## config.mk

```make
export PLATFORM = sky130hd
export DESIGN_NAME = xbee_receiver
export DESIGN_NICKNAME = d
export VERILOG_FILES = /design/src/rtl/xbee_pkg.sv /design/src/rtl/rx_tick_gen.sv /design/src/rtl/xbee_receiver.sv
export SDC_FILE = /design/constraint.sdc
export NUM_CORES = 1
export LEC_CHECK = 0
export ABC_AREA = 0
export CAP_MARGIN = 5
export CORE_MARGIN = 2
export CORE_UTILIZATION = 40
export DETAILED_ROUTE_END_ITERATION = 16
export GPL_ROUTABILITY_DRIVEN = 0
export PLACE_DENSITY = 0.57
export SKIP_LAST_GASP = 1
export SYNTH_ARGS = -nofsm -noshare
export SYNTH_HDL_FRONTEND = slang
export SYNTH_SLANG_ARGS = --single-unit
```

## constraint.sdc

```tcl
create_clock -name clk -period 4.8 [get_ports clk]
set_clock_uncertainty 0.15 [all_clocks]
set_input_delay 0.96 -clock clk [delete_from_list [all_inputs] [get_ports clk]]
set_output_delay 0.96 -clock clk [all_outputs]
set_load 0.01 [all_outputs]
```

## src/rtl/xbee_pkg.sv

```systemverilog
// Shared types and helpers for the XBee UART receive path: FSM state encoding,
// oversample divider calculation and mid-bit sampling indices.
package xbee_pkg;

    typedef enum logic [2:0] {
        IDLE  = 3'd0,
        START = 3'd1,
        DATA  = 3'd2,
        STOP  = 3'd3,
        BREAK = 3'd4
    } rx_state_t;

    // Clocks per oversample tick, rounded to nearest.
    function automatic int unsigned calc_div(input int unsigned clk_freq,
                                             input int unsigned baud,
                                             input int unsigned oversample);
        int unsigned den;
        den = baud * oversample;
        return (clk_freq + den / 32'd2) / den;
    endfunction

    // Three sample points centred on mid-bit: OVERSAMPLE/2 - 1, /2, /2 + 1.
    function automatic int unsigned sample_early(input int unsigned oversample);
        return oversample / 32'd2 - 32'd1;
    endfunction

    function automatic int unsigned sample_mid(input int unsigned oversample);
        return oversample / 32'd2;
    endfunction

    function automatic int unsigned sample_late(input int unsigned oversample);
        return oversample / 32'd2 + 32'd1;
    endfunction

    function automatic logic maj3(input logic a, input logic b, input logic c);
        return (a & b) | (a & c) | (b & c);
    endfunction

endpackage

```

## src/rtl/rx_tick_gen.sv

```systemverilog
// Oversample tick generator: one-cycle pulse every DIV clocks, held at phase 0
// while clear is high so the bit phase follows the detected start edge.
module rx_tick_gen #(
    parameter int unsigned CLKFREQ    = 100_000_000,
    parameter int unsigned BAUD       = 9600,
    parameter int unsigned OVERSAMPLE = 16
) (
    input  logic clk,
    input  logic reset,
    input  logic clear,
    output logic tick
);
    import xbee_pkg::*;

    localparam int unsigned DIV = calc_div(CLKFREQ, BAUD, OVERSAMPLE);
    localparam int unsigned CW  = (DIV > 32'd1) ? $clog2(DIV) : 32'd1;
    localparam logic [CW-1:0] DIV_LAST = CW'(DIV - 32'd1);
    localparam logic [CW-1:0] CNT_ONE  = CW'(32'd1);
    localparam logic [CW-1:0] CNT_ZERO = CW'(32'd0);

    logic [CW-1:0] div_cnt_r;
    logic          tick_r;

    assign tick = tick_r;

    // Divider counter and registered tick pulse.
    always_ff @(posedge clk) begin
        if (reset || clear) begin
            div_cnt_r <= CNT_ZERO;
            tick_r    <= 1'b0;
        end else if (div_cnt_r == DIV_LAST) begin
            div_cnt_r <= CNT_ZERO;
            tick_r    <= 1'b1;
        end else begin
            div_cnt_r <= div_cnt_r + CNT_ONE;
            tick_r    <= 1'b0;
        end
    end

endmodule

```

## src/rtl/xbee_receiver.sv

```systemverilog
// 8N1 UART receiver for the XBee DOUT line: 2-flop synchronizer, 16x oversampled
// majority-vote bit decisions, framing-error reporting and break handling.
module xbee_receiver #(
    parameter int unsigned BAUD       = 9600,
    parameter int unsigned DATA_WIDTH = 8,
    parameter int unsigned CLKFREQ    = 100_000_000,
    parameter int unsigned OVERSAMPLE = 16
) (
    input  logic                  clk,
    input  logic                  reset,
    input  logic                  RxD,
    output logic [DATA_WIDTH-1:0] RxD_data,
    output logic                  RxD_data_ready,
    output logic                  RxD_frame_error,
    output logic                  RxD_busy
);
    import xbee_pkg::*;

    localparam int unsigned OW = $clog2(OVERSAMPLE);
    localparam int unsigned BW = (DATA_WIDTH > 32'd1) ? $clog2(DATA_WIDTH) : 32'd1;
    localparam logic [OW-1:0] OS_EARLY = OW'(sample_early(OVERSAMPLE));
    localparam logic [OW-1:0] OS_MID   = OW'(sample_mid(OVERSAMPLE));
    localparam logic [OW-1:0] OS_LATE  = OW'(sample_late(OVERSAMPLE));
    localparam logic [OW-1:0] OS_LAST  = OW'(OVERSAMPLE - 32'd1);
    localparam logic [OW-1:0] OS_ONE   = OW'(32'd1);
    localparam logic [OW-1:0] OS_ZERO  = OW'(32'd0);
    localparam logic [BW-1:0] BIT_LAST = BW'(DATA_WIDTH - 32'd1);
    localparam logic [BW-1:0] BIT_ONE  = BW'(32'd1);
    localparam logic [BW-1:0] BIT_ZERO = BW'(32'd0);

    logic [1:0]            sync_r;
    logic                  rx_s;
    logic                  tick_s;
    logic                  clear_s;
    rx_state_t             state_r, state_s;
    logic [OW-1:0]         os_cnt_r, os_cnt_s;
    logic [BW-1:0]         bit_cnt_r, bit_cnt_s;
    logic [DATA_WIDTH-1:0] shift_r, shift_s;
    logic [DATA_WIDTH-1:0] data_r, data_s;
    logic [1:0]            samp_r, samp_s;
    logic                  ready_r, ready_s;
    logic                  ferr_r, ferr_s;
    logic                  busy_r;
    logic                  decide_s;
    logic                  wrap_s;
    logic                  bit_val_s;

    assign rx_s    = sync_r[1];
    assign clear_s = (state_r == IDLE);

    assign RxD_data        = data_r;
    assign RxD_data_ready  = ready_r;
    assign RxD_frame_error = ferr_r;
    assign RxD_busy        = busy_r;

    rx_tick_gen #(
        .CLKFREQ    (CLKFREQ),
        .BAUD       (BAUD),
        .OVERSAMPLE (OVERSAMPLE)
    ) u_tick_gen (
        .clk   (clk),
        .reset (reset),
        .clear (clear_s),
        .tick  (tick_s)
    );

    // Two-flop synchronizer for the asynchronous line; idles high.
    always_ff @(posedge clk) begin
        if (reset) begin
            sync_r <= 2'b11;
        end else begin
            sync_r <= {sync_r[0], RxD};
        end
    end

    // Next-state, sampling, shifting and pulse generation.
    always_comb begin
        state_s   = state_r;
        os_cnt_s  = os_cnt_r;
        bit_cnt_s = bit_cnt_r;
        shift_s   = shift_r;
        samp_s    = samp_r;
        data_s    = data_r;
        ready_s   = 1'b0;
        ferr_s    = 1'b0;
        decide_s  = tick_s && (os_cnt_r == OS_LATE);
        wrap_s    = tick_s && (os_cnt_r == OS_LAST);
        bit_val_s = maj3(samp_r[0], samp_r[1], rx_s);

        if (tick_s) begin
            if (wrap_s) begin
                os_cnt_s = OS_ZERO;
            end else begin
                os_cnt_s = os_cnt_r + OS_ONE;
            end
            if (os_cnt_r == OS_EARLY) begin
                samp_s[0] = rx_s;
            end else if (os_cnt_r == OS_MID) begin
                samp_s[1] = rx_s;
            end else begin
                samp_s = samp_r;
            end
        end else begin
            os_cnt_s = os_cnt_r;
        end

        case (state_r)
            IDLE: begin
                os_cnt_s  = OS_ZERO;
                bit_cnt_s = BIT_ZERO;
                if (!rx_s) begin
                    state_s = START;
                end else begin
                    state_s = IDLE;
                end
            end
            START: begin
                if (decide_s && bit_val_s) begin
                    state_s = IDLE;
                end else if (wrap_s) begin
                    state_s   = DATA;
                    bit_cnt_s = BIT_ZERO;
                end else begin
                    state_s = START;
                end
            end
            DATA: begin
                if (decide_s) begin
                    shift_s = {bit_val_s, shift_r[DATA_WIDTH-1:1]};
                end else begin
                    shift_s = shift_r;
                end
                if (wrap_s && (bit_cnt_r == BIT_LAST)) begin
                    state_s   = STOP;
                    bit_cnt_s = BIT_ZERO;
                end else if (wrap_s) begin
                    bit_cnt_s = bit_cnt_r + BIT_ONE;
                end else begin
                    bit_cnt_s = bit_cnt_r;
                end
            end
            // Leave STOP right at the decision so a back-to-back start edge is caught.
            STOP: begin
                if (decide_s && bit_val_s) begin
                    data_s  = shift_r;
                    ready_s = 1'b1;
                    state_s = IDLE;
                end else if (decide_s) begin
                    ferr_s  = 1'b1;
                    state_s = BREAK;
                end else begin
                    state_s = STOP;
                end
            end
            BREAK: begin
                if (rx_s) begin
                    state_s = IDLE;
                end else begin
                    state_s = BREAK;
                end
            end
            default: begin
                state_s = IDLE;
            end
        endcase
    end

    // State, datapath and registered output update.
    always_ff @(posedge clk) begin
        if (reset) begin
            state_r   <= IDLE;
            os_cnt_r  <= OS_ZERO;
            bit_cnt_r <= BIT_ZERO;
            shift_r   <= {DATA_WIDTH{1'b0}};
            samp_r    <= 2'b00;
            data_r    <= {DATA_WIDTH{1'b0}};
            ready_r   <= 1'b0;
            ferr_r    <= 1'b0;
            busy_r    <= 1'b0;
        end else begin
            state_r   <= state_s;
            os_cnt_r  <= os_cnt_s;
            bit_cnt_r <= bit_cnt_s;
            shift_r   <= shift_s;
            samp_r    <= samp_s;
            data_r    <= data_s;
            ready_r   <= ready_s;
            ferr_r    <= ferr_s;
            busy_r    <= (state_s != IDLE);
        end
    end

endmodule
```

==> results.cfg <==
[yosys]
netlist_area_um2 = 1840
seq_area_frac_synth_pct = 47.9
ys.flop_type = dfxtp_1
avgSynthCellArea_um2 = 9.73
synthArstFlopShare_pct = 0
syn_nets = 199
ys_types = 38
netlist_instances = 189
synth-seq-cells = 44
synth_enable_flop_cells = 0
ys_warn_count = 0

[cts]
cts_buffers = 5
clk_latency_ns = 0.29
h-tree-depth = 2
cts_repair_resize_count = 0
cts_root_buf = clkbuf_8
hold_buffers = 0
clkTransAtPathRegs_ns = 0.08
postCtsSetupBuffers = 0
clk_path_buf_depth = 2
cts_tree = done
cts_sinks = 44

[critical_path]
cp-start-kind = input pin
critPathSlowestCell = clkdlybuf4s50_1
worstPathRequired_ns = 4.83
path_delay_family = buffers and inverters
cp.arrival_ns = 2.55
critical_path.endpoint_type = register
setup.worst_path.class = in -> reg
cp_cell_sequence = clkdlybuf4s50_1, buf_4, nor3b_1, and4bb_4, a31o_1, or3_1
crit_buf_inv = 2
crit_fanout = 25
max_stage_delay_ns = 0.46

[cells_and_area]
drive_above_1_share_pct = 6.97
diodes = 0
area_growth_pct = 14.0
fillers = 425
nets = 210

[floorplan]
die_height_um = 71.8
rows = 24
die_area_um2 = 5160
initial_utilization_pct = 42.0
core_um2 = 4380
die_w_um = 71.8
ios = 14

[timing]
worst_pin_slew_ns = 0.705
min_period_over_period_pct = 52.6
slew_violations = 0
slew_headroom_pct = 52.6
hold_viol_final = 0
min_period_ns = 2.53
clock.fmax_mhz = 396
rsz0062_at_grt = no
setup_viol = 0
setup_ws_ns = 2.27
setup_tns_ns = 0

[detailed_routing]
postRouteAntennaNets = 0
drc = 0
finalWirelength_mm = 3.20
vias = 1308
viasPerCell = 5.17
wl_per_cell_um = 12.6
first_pass_iters = 4
drtIter0Drc = 73

[global_routing]
grt_max_degree = 26
grt_pass1_vias = 1268
grt_pass1_wl_mm = 5.81
grt_use_total_pct = 14.3
gr-usage-met1_pct = 17.8
grt_use_met3_pct = 4.64
grt_antenna_before_repair = 0
use_met2_pct = 22.8
grt-ovfl-total = 0
busiest_layer = met2

[run]
maxCapViolCount = 0

[power_and_ir_drop]
peakVddDrop_v = 0.000125
power_density_nw_per_um2 = 313
leakage_nw = 0.915

[hold_path]
min_path_type = reg -> reg

[placement]
dpl.hpwl_mm = 2.29
io_buffer_count = 13
place_ws_ns = 1.97

[run_status]
status = finished, final reports clean
==> cells in the mapped netlist, drive strengths merged, types with 3 or more instances <==
cell type,count,share of area [%]
nand3,6,1.6
nand4,6,2.7
xor2,7,3.3
buf,5,1.8
mux2i,20,11
nand2,13,2.7
inv,5,1.0
dfxtp,44,48
ha,7,4.8
xnor2,3,1.4
nor2,37,7.6
nor3b,3,1.2
clkbuf,5,1.0
==> power by group <==
part,leakage (nW),total (mW),internal [mW],switching [mW]
Sequential,0.355,0.369,0.367,0.00210
Clock,0.0552,0.273,0.154,0.118
Combinational,0.505,0.0140,0.00599,0.00802
Total,0.915,0.656,0.527,0.129
==> cell type report <==
class / count / area [um^2] / area share, %
Sequential cell: 44 / 881 / 42.0
Tap cell: 52 / 65.1 / 3.10
Timing Repair Buffer: 14 / 138 / 6.56
Inverter: 5 / 18.8 / 0.895
Clock inverter: 2 / 35.0 / 1.67
Clock buffer: 6 / 72.6 / 3.46
Multi-Input combinational cell: 130 / 887 / 42.3
==> metal layers <==
| metal | share of wire, % | vias up | wire [um] |
|---|---|---|---|
| li1 | - | 662 | - |
| met1 | 47 | 620 | 1500 |
| met2 | 47 | 17 | 1520 |
| met3 | 3.3 | 9 | 105 |
| met4 | 2.3 | 0 | 73 |
| met5 | 0 | - | 0 |
==> cells by family (layout without fill, tap and decap cells) <==
family / Yosys count / after routing / share of synthesized area, %
adders and majority gates: 9 / 9 / 5.92
buffers and inverters: 15 / 27 / 3.88
AOI/OAI and AO/OA: 11 / 11 / 4.42
DFF: 44 / 44 / 47.9
xor gates and xnor gates: 10 / 10 / 4.76
and+or+nand+nor: 80 / 80 / 22.2
muxes: 20 / 20 / 10.9
==> registers in the layout, summed over array words and instances (netlist names) <==
register / count
samp_r: 2
RxD_frame_error: 1
state_r: 3
bit_cnt_r: 3
os_cnt_r: 4
RxD_data_ready: 1
u_tick_gen.div_cnt_r: 10
shift_r: 8
sync_r: 2
RxD_busy: 1
u_tick_gen.tick: 1
RxD_data: 8
==> path summary, 6_finish.rpt <==
path,startpoint,to,slack [ns],depth (start not counted)
max,reset,RxD_busy,2.27,6
min,sync_r[0],sync_r[1],0.26,1
max reg2reg,os_cnt_r[0],bit_cnt_r[0],2.81,5
min reg2reg,sync_r[0],sync_r[1],0.26,1
==> worst register-to-register path, cell delays in order (launching register included) <==
cell and delay [ns]:
dfxtp_1 0.41, ha_1 0.23, nand4_2 0.22, maj3_2 0.37, or4b_1 0.46, o21ai_0 0.08
==> stage by stage <==
step | total power, mW | instance area [um^2] | util, % | hold slack (ns) | std cells
after floorplan | 0.387 | 1840 | - | 0.239 | 189
after global placement | 0.391 | 1990 | 45.4 | 0.248 | 245
after detailed placement | 0.392 | 1990 | 45.4 | 0.243 | 245
after CTS | 0.668 | 2100 | 47.8 | 0.263 | 253
after global routing | 0.686 | 2100 | 47.8 | 0.295 | 253
final | 0.656 | 2100 | 47.8 | 0.261 | 253
==> cells in the final DEF, fill, tap and decap left out, drive strengths merged, types with 3 or more instances in the layout <==
cell / count
dfxtp: 44
nor2: 37
mux2i: 20
nand2: 13
clkdlybuf4s50: 13
xor2: 7
ha: 7
nand3: 6
clkbuf: 6
nand4: 6
inv: 5
nor3b: 3
xnor2: 3
Power figures use the tool's default switching activity.
